[config.mk]
export PLATFORM = sky130hd
export DESIGN_NAME = masked_adder_pipe
export DESIGN_NICKNAME = d
export VERILOG_FILES = /design/src/rtl/masked_pkg.sv /design/src/rtl/dom_and_2sh.sv /design/src/rtl/masked_adder_pipe.sv
export SDC_FILE = /design/constraint.sdc
export NUM_CORES = 1
export LEC_CHECK = 0
export ABC_AREA = 0
export CAP_MARGIN = 20
export CORE_ASPECT_RATIO = 0.7
export CORE_MARGIN = 1
export CORE_UTILIZATION = 35
export CTS_CLUSTER_DIAMETER = 200
export DETAILED_ROUTE_END_ITERATION = 7
export RECOVER_POWER = 50
export SETUP_SLACK_MARGIN = 0.5
export SYNTH_ARGS = -nofsm -noshare
export SYNTH_HDL_FRONTEND = slang
export SYNTH_SLANG_ARGS = --single-unit
[constraint.sdc]
create_clock -name clk -period 1.1 [get_ports clk]
set_input_delay 0.11 -clock clk [delete_from_list [all_inputs] [get_ports clk]]
set_output_delay 0.11 -clock clk [all_outputs]
set_load 0.05 [all_outputs]
[src/rtl/masked_pkg.sv]
// Shared types and helpers for the two-share Boolean-masked gadgets.
package masked_pkg;

    localparam int unsigned SHARES = 2;

    // One bit split into two Boolean shares; bit j holds share j.
    typedef logic [SHARES-1:0] sh_bit_t;

    function automatic int unsigned lat(input int unsigned width);
        return width + 2;
    endfunction

endpackage

[src/rtl/dom_and_2sh.sv]
// Two-share DOM-indep AND gadget: four registered terms, cross terms masked by r.
module dom_and_2sh (
    input  logic clk,
    input  logic rst,
    input  logic x0,
    input  logic x1,
    input  logic y0,
    input  logic y1,
    input  logic r,
    output logic z0,
    output logic z1
);

    logic q00;
    logic q01;
    logic q11;
    logic q10;

    // Cross-domain products only leave the gate after masking with r.
    always_ff @(posedge clk) begin
        if (rst) begin
            q00 <= 1'b0;
            q01 <= 1'b0;
            q11 <= 1'b0;
            q10 <= 1'b0;
        end else begin
            q00 <= x0 & y0;
            q01 <= (x0 & y1) ^ r;
            q11 <= x1 & y1;
            q10 <= (x1 & y0) ^ r;
        end
    end

    assign z0 = q00 ^ q01;
    assign z1 = q11 ^ q10;

endmodule

[src/rtl/masked_adder_pipe.sv]
// Fully pipelined two-share masked ripple-carry adder; one carry stage per bit,
// one result per cycle, latency WIDTH+2.
module masked_adder_pipe
    import masked_pkg::*;
#(
    parameter int unsigned WIDTH = 4
) (
    input  logic               clk,
    input  logic               rst,
    input  logic               i_valid,
    input  logic [WIDTH-1:0]   i_a0,
    input  logic [WIDTH-1:0]   i_a1,
    input  logic [WIDTH-1:0]   i_b0,
    input  logic [WIDTH-1:0]   i_b1,
    input  logic [2*WIDTH-1:0] i_rnd,
    output logic               o_valid,
    output logic [WIDTH-1:0]   o_sum0,
    output logic [WIDTH-1:0]   o_sum1,
    output logic               o_cout0,
    output logic               o_cout1
);

    localparam int unsigned LAT = lat(WIDTH);

    logic [LAT-1:0]   vld_sr;
    sh_bit_t          carry [WIDTH+1];
    logic [WIDTH-1:0] sum0_c;
    logic [WIDTH-1:0] sum1_c;

    assign carry[0] = '0;

    // Valid tracking only; data registers run freely.
    always_ff @(posedge clk) begin
        if (rst) begin
            vld_sr <= '0;
        end else begin
            vld_sr <= {vld_sr[LAT-2:0], i_valid};
        end
    end

    assign o_valid = vld_sr[LAT-1];

    for (genvar s = 0; s < WIDTH; s++) begin : g_stage
        // Operand bit s waits s cycles past the input register; p_s and c_s
        // then wait until the common output register.
        localparam int unsigned AD = s + 1;
        localparam int unsigned PD = WIDTH - s;

        sh_bit_t a_dl [AD];
        sh_bit_t a_nx [AD];
        sh_bit_t b_dl [AD];
        sh_bit_t b_nx [AD];
        sh_bit_t p_dl [PD];
        sh_bit_t p_nx [PD];
        sh_bit_t c_dl [PD];
        sh_bit_t c_nx [PD];
        sh_bit_t p_c;
        sh_bit_t g_c;
        sh_bit_t t_c;

        assign a_nx[0] = {i_a1[s], i_a0[s]};
        assign b_nx[0] = {i_b1[s], i_b0[s]};
        for (genvar k = 1; k < AD; k++) begin : g_ad
            assign a_nx[k] = a_dl[k-1];
            assign b_nx[k] = b_dl[k-1];
        end

        assign p_c     = a_dl[s] ^ b_dl[s];
        assign p_nx[0] = p_c;
        assign c_nx[0] = carry[s];
        for (genvar k = 1; k < PD; k++) begin : g_pd
            assign p_nx[k] = p_dl[k-1];
            assign c_nx[k] = c_dl[k-1];
        end

        always_ff @(posedge clk) begin
            if (rst) begin
                a_dl <= '{default: '0};
                b_dl <= '{default: '0};
                p_dl <= '{default: '0};
                c_dl <= '{default: '0};
            end else begin
                a_dl <= a_nx;
                b_dl <= b_nx;
                p_dl <= p_nx;
                c_dl <= c_nx;
            end
        end

        dom_and_2sh u_gen (
            .clk (clk),
            .rst (rst),
            .x0  (a_dl[s][0]),
            .x1  (a_dl[s][1]),
            .y0  (b_dl[s][0]),
            .y1  (b_dl[s][1]),
            .r   (i_rnd[2*s]),
            .z0  (g_c[0]),
            .z1  (g_c[1])
        );

        // Stage 0 still runs this gate on zero carry shares to keep stages uniform.
        dom_and_2sh u_prop (
            .clk (clk),
            .rst (rst),
            .x0  (p_c[0]),
            .x1  (p_c[1]),
            .y0  (carry[s][0]),
            .y1  (carry[s][1]),
            .r   (i_rnd[2*s+1]),
            .z0  (t_c[0]),
            .z1  (t_c[1])
        );

        assign carry[s+1] = g_c ^ t_c;
        assign sum0_c[s]  = p_dl[PD-1][0] ^ c_dl[PD-1][0];
        assign sum1_c[s]  = p_dl[PD-1][1] ^ c_dl[PD-1][1];
    end

    always_ff @(posedge clk) begin
        if (rst) begin
            o_sum0  <= '0;
            o_sum1  <= '0;
            o_cout0 <= 1'b0;
            o_cout1 <= 1'b0;
        end else begin
            o_sum0  <= sum0_c;
            o_sum1  <= sum1_c;
            o_cout0 <= carry[WIDTH][0];
            o_cout1 <= carry[WIDTH][1];
        end
    end

endmodule

* Yosys cells after proc, flatten, opt, wreduce, memory -nomap -nowiden
Cells that the tools add are included.
Widths: inputs -> output; s select.
** Storage, ports and cells
- Flip-flop bits (word level) :: 125
- Input port bits :: 27
- Output and inout port bits :: 11
- Logic and storage cells :: 146
** Operators by class
- Bitwise gates (word level) :: 72
** Operator list (count)
- $xor 1x1->1 :: 36
- $and 1x1->1 :: 28
- $xor 2x2->2 :: 8

* Logic depth before layout (Yosys ltp)
- Word-level depth :: 4
- Depth in mapped cells :: 4
- Mapped depth without buffers :: 4

* Cells and area by module
Synthesis repeated with hierarchy kept, for this count alone.
** Unflattened totals
- Cells, all modules :: 336
- Area total of the unflattened synthesis :: 3779.9 sq um
** Modules (own cells, without submodules)
- masked_adder_pipe :: times used 1, cells each 208, area an instance 2548.7 sq um, seq. area each 1761.7 sq um
- dom_and_2sh :: times used 8, cells each 16, area an instance 153.9 sq um, seq. area each 80.1 sq um

* Worst setup path before layout
Ideal clock, no wire load.
- Kind :: register to register
- From :: register g_stage[0].u_prop.q01
- To :: register g_stage[1].u_prop.q10
- Setup time :: 128 ps
- Data arrival time :: 1014 ps
- Data required time :: 972 ps
- Path slack :: -42 ps
- Stages on the path, launching flop included :: 5
- Buffers on the path :: 0
- Period minus slack after synthesis :: 1142 ps
- Path through :: dfxtp_1 > xnor3_2 > nor2b_2 > xnor2_1 > nor2_1
** Between the ends
- Word-level cells in the longest chain between the ends :: 3
** Ends and longest elaborated chain
- from (decl) :: line dom_and_2sh.sv:15 : logic q01;
- from (signal assigned) :: line dom_and_2sh.sv:28 : q01 <= (x0 & y1) ^ r;
- $xor 2x2->2 :: line masked_adder_pipe.sv:115 : assign carry[s+1] = g_c ^ t_c;
- $and 1x1->1 :: line dom_and_2sh.sv:30 : q10 <= (x1 & y0) ^ r;
- $xor 1x1->1 :: line dom_and_2sh.sv:30
- to (signal assigned) :: line dom_and_2sh.sv:30
- to (decl) :: line dom_and_2sh.sv:17 : logic q10;
Every way passes these cells.
A chain may end at the register's enable or synchronous reset.

* Worst setup path in the final report
- From :: register g_stage[0].u_gen.q00
- To :: register g_stage[1].u_prop.q10
** Between the ends
- Word-level cells in the longest chain between the ends :: 4
** Ends and longest elaborated chain
- from (decl) :: line dom_and_2sh.sv:14 : logic q00;
- from (signal assigned) :: line dom_and_2sh.sv:27 : q00 <= x0 & y0;
- $xor 1x1->1 :: line dom_and_2sh.sv:34 : assign z0 = q00 ^ q01;
- $xor 2x2->2 :: line masked_adder_pipe.sv:115
- $and 1x1->1 :: line dom_and_2sh.sv:30
- $xor 1x1->1 :: line dom_and_2sh.sv:30
Every way passes these cells.

==> reports/results.txt <==
status: complete, but fails checks
failing checks: negative setup slack
# rows: 30
Post-Syn Nets: 343
root buf cell: clkbuf_16
final setup violation count: 3
most frequent cells in the layout: nor2b_1, dfxtp_1, dfxtp_2
Worst Slack Setup Final: -43.4 ps
GRT Resource Usage Total: 11.7%
WS Path Type: reg2reg
Clock transition at path regs: 50 ps
multi-input logic area: 1590 um^2
number of diodes: 0
die area: 10800 um^2
Filler cells: 840
CTS tree: yes
CP endpoint kind: flip-flop
drt total wl: 5480 um
Fmax: 875 MHz
DPL Wire Length: 3250 um
final hold violations: 0
drt pass-1 iters: 4
RePlAce Congestion: 0.703
synth unique cells: 16
Final Util: 54.9%
Max Cap Viol: 0
Tmin final: 1140 ps
final slew viol count: 0
relative slew slack: 85.5%
cells after synthesis: 308
total placed cells including tap cells: 473
Post-Syn Area: 3630 um^2
Pleak: 2.16 nW
commonest non-fill, non-tap cell in the layout: nor2b_1
YS warnings: 0
Layout Nets: 411
number of remaining DRC errors: 0
Setup crit start kind: flip-flop
share of cells above drive strength 1: 44.2%
synthesis-to-finish area growth: 49.1%
Req. time, crit path: 1380 ps
setup TNS: -117 ps
Inserted Clock Buffers: 17
GRT overflow: 0
Post-Layout Cell Count: 517
drt first-iter violations: 57
sequential area share after synthesis: 64.4%
Clock Latency Late Sink: 400 ps
vias: 2068
RSZ-0062 raised after global routing: true
DP Worst Slack: -58.4 ps
DRT antenna net count: 0
final worst-path cycle share: 104%
antenna violations before repair: 0
routed len/inst: 10.6 um
CTS max path bufs: 2
Slew @ Worst Pin: 217 ps
placeable core area: 9870 um^2
number of global-route vias before repair: 1987
starting density of the core: 36.8%
largest net degree at the start of global routing: 35
Synth Area per Inst: 11.8 um^2
Die H: 87.3 um
drt via density: 4.00
hold crit path type: in2reg
Max FO, Critical Path: 2
pwr dens: 1860 nW/um^2
die width: 124 um
skew final: 4.46 ps
global-route wire length before repair: 8940 um
Ports: 38
port bufs: 37
synthesis-stage register bit count: 117
crit path DAT: 1430 ps
Register Area: 2420 um^2
H-tree depth: 4
clock sink count: 117
Peak supply drop: 1110 uV
-- state kept, by name, indices dropped and copies added, names as in the netlist --
name,flops
o_sum1,4
g_stage.u_prop.q10,3
g_stage.c_dl,12
g_stage.u_gen.q10,4
g_stage.u_gen.q00,4
g_stage.u_gen.q01,4
vld_sr,6
g_stage.u_gen.q11,4
g_stage.u_prop.q01,4
g_stage.a_dl,20
g_stage.p_dl,20
o_sum0,4
g_stage.u_prop.q11,3
g_stage.u_prop.q00,3
o_cout1,1
g_stage.b_dl,20
o_cout0,1
-- cell families after synthesis --
kind of cell | share of synthesized area [%]
AND/OR/NAND/NOR | 21.0
flip-flops | 64.4
XOR/XNOR | 9.50
buffers and inverters | 1.24
adder cells (fa/ha/maj) | 2.75
multiplexers | 1.10
-- power by group --
part           internal (mW)  total (mW)  switching [mW]
sequential              4.44        4.54          0.0961
combinational          0.469       0.774           0.305
clock                   3.10        4.78            1.69
-- metrics by stage --
stage | hold slack (ps) | total power [mW] | instance area, um^2
global placement | 413 | 5.26 | 4460
detailed placement | 420 | 5.26 | 4460
global route | 40.5 | 10.5 | 5420
CTS | 25.3 | 10.2 | 5250
floorplan | 235 | 4.98 | 3850
finish | 31.8 | 10.1 | 5420
-- worst max-delay path: stages (launching register included) --
cell	delay [ps]
dfxtp_2	310
xnor3_2	420
nor2b_2	130
xnor2_1	120
nor2_1	60
-- final timing paths --
path                         from  slack, ps  depth (start not counted)                     to
max reg2reg  g_stage[0].u_gen.q00        -40                          4  g_stage[1].u_prop.q10
max          g_stage[0].u_gen.q00        -40                          4  g_stage[1].u_prop.q10
min reg2reg    g_stage[2].b_dl[5]        430                          1     g_stage[2].b_dl[3]
min                           rst         30                          2                o_cout0
-- Yosys cell counts --
library cell	n	area, um^2
nor2b_1	80	500
xnor2_1	26	228
nand2_1	8	30.0
clkbuf_1	11	41.3
nand2b_1	2	12.5
or2_2	2	12.5
ha_1	8	100
xnor3_2	2	47.6
xor2_1	8	70.1
nor2b_2	2	17.5
buf_1	1	3.75
nor2_1	24	90.1
and2b_1	12	90.1
and2b_2	1	8.76
mux2i_1	4	40.0
dfxtp_1	117	2340
-- final cells by class --
class | count | share of cell area (%)
tap | 128 | 2.96
clock buffer | 28 | 9.35
clock inverter | 4 | 0.370
timing repair buffer | 61 | 13.3
multi-input combinational | 179 | 29.3
sequential | 117 | 44.7
-- layer usage --
| layer | up-vias | track usage (%) | share of wire, % |
|---|---|---|---|
| met1 | 937 | 13.7 | 48 |
| met4 | 0 | 8.87 | 2.2 |
| met5 | - | 0 | 0 |
| met2 | 34 | 17.0 | 45 |
| li1 | 1086 | - | - |
| met3 | 11 | 4.71 | 4.4 |
-- timing repair --
| action | CTS | global route |
|---|---|---|
| resized for setup | 53 | 36 |
| hold buffers | 0 | 0 |
| buffers inserted | 8 | 4 |
| pin swaps | 30 | 11 |
| setup endpoints to repair | 61 | 61 |
Note: power is estimated with default switching activity, not from simulation.
